<file path="src/rtl/multicycle_control_unit.sv">
`default_nettype none
// ============================================================================
// Module : multicycle_control_unit
// Brief  : Moore main controller for the 16-bit multi-cycle processor.
// Rev    : 1.0
// ============================================================================
module multicycle_control_unit #(
    parameter int CNT_W = 16
) (
    input  logic             CLK,
    input  logic             RST,
    input  logic             Run,
    input  logic [3:0]       Opcode,
    input  logic             Zero,
    input  logic             MemReady,
    output logic             PCWrite,
    output logic             IorD,
    output logic             MemRead,
    output logic             MemWrite,
    output logic             IRWrite,
    output logic             MemtoReg,
    output logic             RegDst,
    output logic             RegWrite,
    output logic             ALUSrcA,
    output logic [1:0]       ALUSrcB,
    output logic [2:0]       ALUOp,
    output logic [1:0]       PCSource,
    output logic             Halted,
    output logic             IllegalOp,
    output logic [3:0]       State,
    output logic [CNT_W-1:0] InstrCount
);

    typedef enum logic [3:0] {
        IDLE   = 4'd0,
        FETCH  = 4'd1,
        DECODE = 4'd2,
        EXEC_R = 4'd3,
        EXEC_I = 4'd4,
        ADDR   = 4'd5,
        MEM_RD = 4'd6,
        MEM_WB = 4'd7,
        MEM_WR = 4'd8,
        ALU_WB = 4'd9,
        BRANCH = 4'd10,
        JUMP   = 4'd11,
        HALT   = 4'd12
    } state_t;

    localparam logic [2:0]       c_alu_add   = 3'b000;
    localparam logic [2:0]       c_alu_sub   = 3'b001;
    localparam logic [1:0]       c_srcb_reg  = 2'b00;
    localparam logic [1:0]       c_srcb_two  = 2'b01;
    localparam logic [1:0]       c_srcb_imm  = 2'b10;
    localparam logic [1:0]       c_srcb_ims  = 2'b11;
    localparam logic [1:0]       c_pc_aluout = 2'b01;
    localparam logic [1:0]       c_pc_jump   = 2'b10;
    localparam logic [3:0]       c_op_lw     = 4'h5;
    localparam logic [3:0]       c_op_beq    = 4'h7;
    localparam logic [CNT_W-1:0] c_cnt_one   = {{(CNT_W-1){1'b0}}, 1'b1};

    state_t           r_state;
    logic [CNT_W-1:0] r_instr_count;
    logic             r_illegal;

    always_ff @(posedge CLK) begin
        if (RST) begin
            r_state       <= IDLE;
            r_instr_count <= '0;
            r_illegal     <= 1'b0;
        end else begin
            case (r_state)
                IDLE: begin
                    if (Run) r_state <= FETCH;
                end
                FETCH: begin
                    if (MemReady) begin
                        r_state       <= DECODE;
                        r_instr_count <= r_instr_count + c_cnt_one;
                    end
                end
                DECODE: begin
                    case (Opcode)
                        4'h0, 4'h1, 4'h2, 4'h3: r_state <= EXEC_R;
                        4'h4:                   r_state <= EXEC_I;
                        4'h5, 4'h6:             r_state <= ADDR;
                        4'h7, 4'h8:             r_state <= BRANCH;
                        4'h9:                   r_state <= JUMP;
                        4'hF:                   r_state <= HALT;
                        default: begin
                            // Undefined opcodes park the core and leave a sticky marker.
                            r_state   <= HALT;
                            r_illegal <= 1'b1;
                        end
                    endcase
                end
                EXEC_R, EXEC_I: r_state <= ALU_WB;
                ADDR: begin
                    r_state <= (Opcode == c_op_lw) ? MEM_RD : MEM_WR;
                end
                MEM_RD: begin
                    if (MemReady) r_state <= MEM_WB;
                end
                MEM_WR: begin
                    if (MemReady) r_state <= FETCH;
                end
                MEM_WB, ALU_WB, BRANCH, JUMP: r_state <= FETCH;
                HALT:    r_state <= HALT;
                default: r_state <= IDLE;
            endcase
        end
    end

    // Pure state decode; only the PC/IR strobes look at MemReady and Zero.
    always_comb begin
        PCWrite  = 1'b0;
        IorD     = 1'b0;
        MemRead  = 1'b0;
        MemWrite = 1'b0;
        IRWrite  = 1'b0;
        MemtoReg = 1'b0;
        RegDst   = 1'b0;
        RegWrite = 1'b0;
        ALUSrcA  = 1'b0;
        ALUSrcB  = c_srcb_reg;
        ALUOp    = c_alu_add;
        PCSource = 2'b00;
        Halted   = 1'b0;
        case (r_state)
            FETCH: begin
                MemRead = 1'b1;
                ALUSrcB = c_srcb_two;
                IRWrite = MemReady;
                PCWrite = MemReady;
            end
            DECODE: begin
                ALUSrcB = c_srcb_ims;
            end
            EXEC_R: begin
                ALUSrcA = 1'b1;
                ALUSrcB = c_srcb_reg;
                ALUOp   = {1'b0, Opcode[1:0]};
            end
            EXEC_I, ADDR: begin
                ALUSrcA = 1'b1;
                ALUSrcB = c_srcb_imm;
            end
            ALU_WB: begin
                RegWrite = 1'b1;
                RegDst   = (Opcode <= 4'h3);
            end
            MEM_RD: begin
                MemRead = 1'b1;
                IorD    = 1'b1;
            end
            MEM_WB: begin
                RegWrite = 1'b1;
                MemtoReg = 1'b1;
            end
            MEM_WR: begin
                MemWrite = 1'b1;
                IorD     = 1'b1;
            end
            BRANCH: begin
                ALUSrcA  = 1'b1;
                ALUSrcB  = c_srcb_reg;
                ALUOp    = c_alu_sub;
                PCSource = c_pc_aluout;
                PCWrite  = (Opcode == c_op_beq) ? Zero : ~Zero;
            end
            JUMP: begin
                PCSource = c_pc_jump;
                PCWrite  = 1'b1;
            end
            HALT: begin
                Halted = 1'b1;
            end
            default: ;
        endcase
    end

    assign State      = r_state;
    assign InstrCount = r_instr_count;
    assign IllegalOp  = r_illegal;

endmodule
`default_nettype wire
</file>
<file path="config.mk">
export PLATFORM = sky130hd
export DESIGN_NAME = multicycle_control_unit
export DESIGN_NICKNAME = d
export VERILOG_FILES = /design/src/rtl/multicycle_control_unit.sv
export SDC_FILE = /design/constraint.sdc
export NUM_CORES = 1
export LEC_CHECK = 0
export ABC_CLOCK_PERIOD_IN_PS = 2800
export BUFFER_PORTS_ARGS = -buffer_cell sky130_fd_sc_hd__buf_2
export CAP_MARGIN = 20
export CORE_MARGIN = 10
export CORE_UTILIZATION = 45
export CTS_CLUSTER_DIAMETER = 200
export DETAILED_ROUTE_END_ITERATION = 10
export PLACE_DENSITY_LB_ADDON = 0.12
export SLEW_MARGIN = 20
export SYNTH_ARGS = -nofsm -noshare
export SYNTH_HDL_FRONTEND = slang
export SYNTH_SLANG_ARGS = --single-unit
</file>
<file path="constraint.sdc">
create_clock -name CLK -period 2.8 [get_ports CLK]
set_input_delay 0.84 -clock CLK [delete_from_list [all_inputs] [get_ports CLK]]
set_output_delay 0.84 -clock CLK [all_outputs]
set_load 0.02 [all_outputs]
</file>
Word-level counts from Yosys, hierarchy flattened --
Index checks and enable logic that the tools add are counted.
Storage, ports and cells: bits in registers 21, input port bits 9, output and inout port bits 38, logic and storage cells 70
Cells by class: add/subtract/negate cells 1, magnitude comparators 1, eq/ne operators 26, muxes and demuxes 21, bitwise logic cells 2, reductions and logical operators 16
Operators by type and width (count):
- $pmux 4 s9 | 1
- $eq 4x3->1 const B | 8
- $eq 4x4->1 const B | 8
- $mux 4 | 5
- $pmux 4 s5 | 1
- $add 16x1->16 const B | 1
- $eq 4x2->1 const B | 4
- $reduce_or 2->1 | 7
- $reduce_or 4->1 | 3
- $reduce_or 11->1 | 1
- $mux 1 | 10
- $eq 4x1->1 const B | 2
- $logic_not 4->1 | 2
- $ne 2x2->1 const B | 4
- $pmux 2 s2 | 2
- $pmux 2 s3 | 1
- $le 4x2->1 const B | 1
- $reduce_and 2->1 | 2
- $reduce_and 4->1 | 1
- $pmux 1 s3 | 1
- $not 1->1 | 2

Longest topological paths before layout --
Gate-level depths: netlist of the first run.
depth in word-level cells 4, gate-level depth with buffers 6, gate-level depth less buffers 5

Worst setup path before layout of the first run --
No wires, ideal clock.
kind input-to-output, start point input MemReady, end point output PCWrite, data arrival time 1735 ps, required time 1960 ps, path slack 225 ps, stages 5, path buffers 1, cell sequence and3b_1 > clkbuf_2 > nand2_1 > inv_1 > a211o_1
Between the ends: word-level cells in the longest chain between the ends 1
Ends and longest elaborated chain:
- from (decl) | RTL line 15 | input logic MemReady,
- $pmux 1 s3 | RTL line 129 | case (r_state)
- to (decl) | RTL line 16 | output logic PCWrite,
No other way between the ends.

Worst setup path in the final report of the first run --
start point register r_state[1], in the netlist State[1], end point output RegWrite
Between the ends: word-level cells in the longest chain between the ends 3, elaborated cells between the ends (all ways) 4, those cells by class 2 x eq/ne; 1 x mux; 1 x reduce/logical
Ends and longest elaborated chain:
- from (decl) | RTL line 62 | state_t r_state;
- from (signal assigned) | RTL line 99 | r_state <= (Opcode == c_op_lw) ? MEM_RD : MEM_WR;
- $eq 4x3->1 / $eq 4x4->1 (equally long branches) | RTL line 129
- $reduce_or 2->1 (no line) *
- $mux 1 * | RTL line 129
- to (decl) | RTL line 23 | output logic RegWrite,
Mark *: on every way between the ends. The rest lies on a longest branch, timed or not.

==> flow_metrics.tcl, run 1 <==
set metrics [dict create \
    run_status "completed" \
    rows 19 \
    min_period_ns 2.619 \
    r2r_slack_ns 0.67 \
    syn-num-nets 183 \
    ys_ff_latch 21 \
    maxCapViolCount 0 \
    grt.overflow.total 0 \
    syn2layout_area_growth_pct 21.39 \
    grt_use_total_pct 13.52 \
    worst_pin_slew_ns 0.5708 \
    clkPwrFrac_pct 22.3 \
    irDropWorstVdd_mv 0.1810 \
    fin_util_pct 58.47 \
    ioPinCount 47 \
    p_sw_mw 0.2449 \
    swShare_pct 35.66 \
    rsz0062_at_grt "no" \
    whs_ns 0.5025 \
    avgRoutedWirePerCell_um 14.87 \
    post_cts_resized 0 \
    route.detailed.drc 0 \
    p_int_mw 0.4418 \
    cp_max_fo 9 \
    design.core.area_sq_um 2805 \
    start_util_pct 48.17 \
    clk_latency_ns 0.31 \
    dr.pass1.iters 2 \
    grt_max_degree 26 \
    yosys_warnings 0 \
    grt_pass1_wl_um 6120 \
    pwr-share-seq_pct 47.8 \
    cp-start-kind "flip-flop" \
    synth-edff-count 0 \
    antenna_found_initial 0 \
    die_x_um 74.80 \
    maxSlewViolCount 0 \
    power.total_mw 0.6867 \
    cts.clk_slew.worst_paths_ns 0.13 \
    antenna_cells 0 \
    cts_buffers 3 \
    cts_hold_buf 0 \
    die-area_sq_um 5595 \
    ant_nets 0 \
    clk_path_buf_depth 2 \
    cts_tree "done" \
    fmax_mhz 381.8 \
    wirelength_um 3687 \
    fillCellCount 300 \
    finClkSkew_ns 0.004397 \
    cp.required_ns 1.96 \
    hold_violations 0 \
    grt_pass1_vias 1321 \
    power_frac_comb_pct 29.9 \
    p_leak_nw 0.7522 \
    ys_types 50 \
    synthArstFlopShare_pct 0 \
    crit_path_end_kind "output pin" \
    post-route-period-util_pct 93.53 \
    slew_headroom_pct 61.41 \
    cts_sinks 21 \
    path_class "flip-flop to output pin" \
    hp-class "flip-flop to flip-flop" \
    ctsRootBufferMaster "clkbuf_4" \
    fin_tns_setup_ns 0 \
    vias_per_cell 5.657 \
    p_per_area_nw_per_um2 418.6 \
    synth.cell_area_sq_um 1351 \
    post-dp-hpwl_um 2845 \
    fp.dieH_um 74.80 \
    routabilityCongestion 0.8589 \
    finalSetupViolations 0 \
    final_nets 228 \
    synth_top_flop_cell "dfxtp_1" \
    synth-seq-area-share_pct 31.11 \
    h-tree-depth 1 \
    postCtsSetupRepairBufs 0 \
    drt_iter0_markers 94 \
    layout-drive-gt1-share_pct 28.57 \
    syn_inst 173 \
    dr_total_vias 1403 \
    port_buffers 45 \
    cp.arrival_ns 1.78 \
    syn-mean-instance-area_sq_um 7.811 \
]
## logic make-up (layout without fill, tap and decap cells)
kind of cell | Yosys count | in the layout | share of synthesized area (%)
muxes | 4 | 4 | 3.241
and+or+nand+nor | 84 | 84 | 34.91
AOI/OAI and AO/OA | 37 | 37 | 18.43
buffers and inverters | 15 | 59 | 4.629
adders and majority gates | 1 | 1 | 0.9258
other | 1 | 1 | 0.2775
xor gates and xnor gates | 10 | 10 | 6.481
DFF | 21 | 21 | 31.11
## state kept, by name, summed over array words and instances (netlist names)
name,cells
InstrCount,16
State,4
IllegalOp,1
## per-layer routing
metal | track usage (%) | up-vias | part of all wire, %
met1 | 17.65 | 647 | 48
met4 | 3.782 | 0 | 0.62
met3 | 3.679 | 4 | 5.5
met2 | 21.33 | 31 | 46
li1 | - | 721 | -
met5 | 0 | - | 0
## critical path, cell delays in order (launching register included)
cell and delay [ns]:
dfxtp_1 0.53, inv_1 0.19, nor2_1 0.31, a21oi_1 0.14, nor2b_1 0.12, buf_2 0.18
## metrics by stage
step / worst slack (ns) / std cells / cell area (sq um)
after floorplan: 0.2249 / 173 / 1351
after global placement: 0.1910 / 244 / 1613
after detailed placement: 0.1777 / 244 / 1613
after CTS: 0.1734 / 248 / 1640
after global routing: 0.01425 / 248 / 1640
final: 0.1812 / 248 / 1640
## cells in the final DEF, fill, tap and decap left out, types with 5 or more instances in the layout
| cell type | Yosys | routed |
|---|---|---|
| nand3_1 | 8 | 8 |
| dfxtp_1 | 21 | 21 |
| xor2_1 | 6 | 6 |
| nor3_1 | 7 | 7 |
| o21ai_0 | 6 | 6 |
| buf_2 | 1 | 45 |
| nand2_1 | 12 | 12 |
| buf_4 | 1 | 6 |
| a21oi_1 | 11 | 11 |
| nor2_1 | 23 | 23 |
| nand2b_1 | 6 | 6 |
| nor2b_1 | 5 | 5 |
## area by class of cell
class / instances / area [sq um] / area share [%]
clock buffers: 3 / 22.52 / 1.373
flip-flops and latches: 21 / 420.4 / 25.63
repair buffers: 51 / 270.3 / 16.48
inverters: 4 / 15.01 / 0.9153
clock inverters: 1 / 5.005 / 0.3051
multi-input cells: 137 / 868.3 / 52.94
well taps: 31 / 38.79 / 2.365
## power groups by stage
stage | Sequential, mW | Combinational (mW) | Clock, mW
3_3_place_gp | 0.335 | 0.202 | 0
4_1_cts | 0.329 | 0.206 | 0.160
2_1_floorplan | 0.333 | 0.142 | 0
3_5_place_dp | 0.335 | 0.205 | 0
6_report | 0.328 | 0.205 | 0.153
5_1_grt | 0.332 | 0.225 | 0.177
## final timing paths
path                                 from  cells after the start        endpoint
worst max-delay path             State[1]                      5        RegWrite
worst max register to register   State[3]                      5  InstrCount[15]
worst min register to register  IllegalOp                      2       IllegalOp
worst min-delay path            IllegalOp                      2       IllegalOp
## Yosys cell counts, drive strengths merged (5+ instances only)
master,count,area share [%]
nor2,23,6.4
dfxtp,21,31
nand2,12,3.3
a21oi,11,4.1
nand3,8,3.0
clkbuf,7,2.0
nor3,7,2.6
nand2b,6,2.8
o21ai,6,2.2
xor2,6,3.9
nor2b,5,2.3
Note: power is estimated with default switching activity, not from simulation.
==> run 2, diff against run 1 <==
Settings changed: RECOVER_POWER set to 100.
==> flow_metrics.tcl, run 2 (synthesis results as in run 1) <==
set metrics [dict create \
    run_status "completed" \
    cts.clk_slew.worst_paths_ns 0.13 \
    multi_input_area_sq_um 864.6 \
    dr.pass1.iters 4 \
    dr_total_vias 1417 \
    ioPinCount 47 \
    clk_latency_ns 0.31 \
    wirelength_um 3719 \
    grt.overflow.total 0 \
    grt_use_total_pct 13.52 \
    hold_violations 0 \
    final_common_cell "clkbuf_1" \
    place_area_sq_um 1613 \
    post-dp-hpwl_um 2845 \
    finalSetupViolations 0 \
    finClkSkew_ns 0.002312 \
    cts_sinks 21 \
    layout_common_cells "clkbuf_1 (35), nor2_1 (23), dfxtp_1 (21)" \
    die-area_sq_um 5595 \
    largest_reg_flops 16 \
    fillCellCount 321 \
    final_nets 228 \
    hp-class "flip-flop to flip-flop" \
    ctsRootBufferMaster "clkbuf_4" \
    fp.dieH_um 74.80 \
    cts_tree "done" \
    design.core.area_sq_um 2805 \
    maxSlewViolCount 0 \
    path_class "flip-flop to output pin" \
    postCtsSetupRepairBufs 0 \
    start_util_pct 48.17 \
    placed_cells 244 \
    die_x_um 74.80 \
    cp.required_ns 1.96 \
    post_cts_resized 0 \
    routabilityCongestion 0.8589 \
    min_period_ns 2.631 \
    drt_iter0_markers 82 \
    fmax_mhz 380.1 \
    fin_util_pct 56.51 \
    p_per_area_nw_per_um2 427.2 \
    seq_area_sq_um 420.4 \
    cp.arrival_ns 1.79 \
    power.total_mw 0.6772 \
    worst_pin_slew_ns 0.5722 \
    cp_max_fo 9 \
    port_buffers 45 \
    cp-start-kind "flip-flop" \
    irDropWorstVdd_mv 0.1799 \
    grt_pass1_wl_um 6120 \
    grt_max_degree 26 \
    ant_nets 0 \
    vias_per_cell 5.714 \
    maxCapViolCount 0 \
    rows 19 \
    crit_path_end_kind "output pin" \
    cts_buffers 3 \
    syn2layout_area_growth_pct 17.31 \
    cts_hold_buf 0 \
    p_leak_nw 0.5966 \
    layout-drive-gt1-share_pct 11.98 \
    clk_path_buf_depth 2 \
    post-route-period-util_pct 93.96 \
    avgRoutedWirePerCell_um 15.00 \
    fin_cells 248 \
    rsz0062_at_grt "no" \
    antenna_found_initial 0 \
    route.detailed.drc 0 \
    slew_headroom_pct 61.31 \
    h-tree-depth 1 \
    antenna_cells 0 \
    postLayoutCellArea_sq_um 1585 \
    fin_tns_setup_ns 0 \
    grt_pass1_vias 1321 \
]
[run 2: changes by cell type in the layout (fill, tap and decap cells not counted), sizes merged]
cell    previous run  this run
buf               51        12
clkbuf             3        42
[run 2: final timing paths]
kind | to | cells after the start | slack (ns) | from
setup / recovery | RegWrite | 5 | 0.17 | State[1]
hold reg to reg | IllegalOp | 2 | 0.50 | IllegalOp
setup reg to reg | InstrCount[15] | 5 | 0.57 | State[3]
hold / removal | IllegalOp | 2 | 0.50 | IllegalOp
[run 2: critical path: stages, from the launching register on]
cell	delay [ns]
dfxtp_1	0.53
inv_1	0.18
nor2_1	0.31
a21oi_1	0.14
nor2b_1	0.14
clkbuf_2	0.18
[run 2: power breakdown]
group	leakage (nW)	switching (mW)	internal (mW)
combinational	0.409	0.125	0.0701
sequential	0.170	0.0213	0.307
clock	0.0177	0.100	0.0533
[run 2: area by class of cell]
class	instances	area share, %
inverters	4	0.9471
flip-flops and latches	21	26.52
well taps	31	2.447
multi-input cells	137	54.54
clock buffers	3	1.421
clock inverters	1	0.3157
repair buffers	51	13.81
[run 2: per-layer routing]
| metal | vias up | share of wire, % | wire length, um | global-route usage, % |
|---|---|---|---|---|
| li1 | 723 | - | - | - |
| met1 | 655 | 46 | 1720 | 17.65 |
| met2 | 37 | 47 | 1743 | 21.33 |
| met3 | 2 | 6.5 | 241 | 3.679 |
| met4 | 0 | 0.38 | 14 | 3.782 |
| met5 | - | 0 | 0 | 0 |
[run 2: through the flow]
step,setup slack [ns],hold WS (ns)
global placement,0.1910,0.4596
CTS,0.1734,0.5038
global route,0.007605,0.5359
floorplan,0.2249,0.5591
detailed placement,0.1777,0.4766
finish,0.1690,0.5045
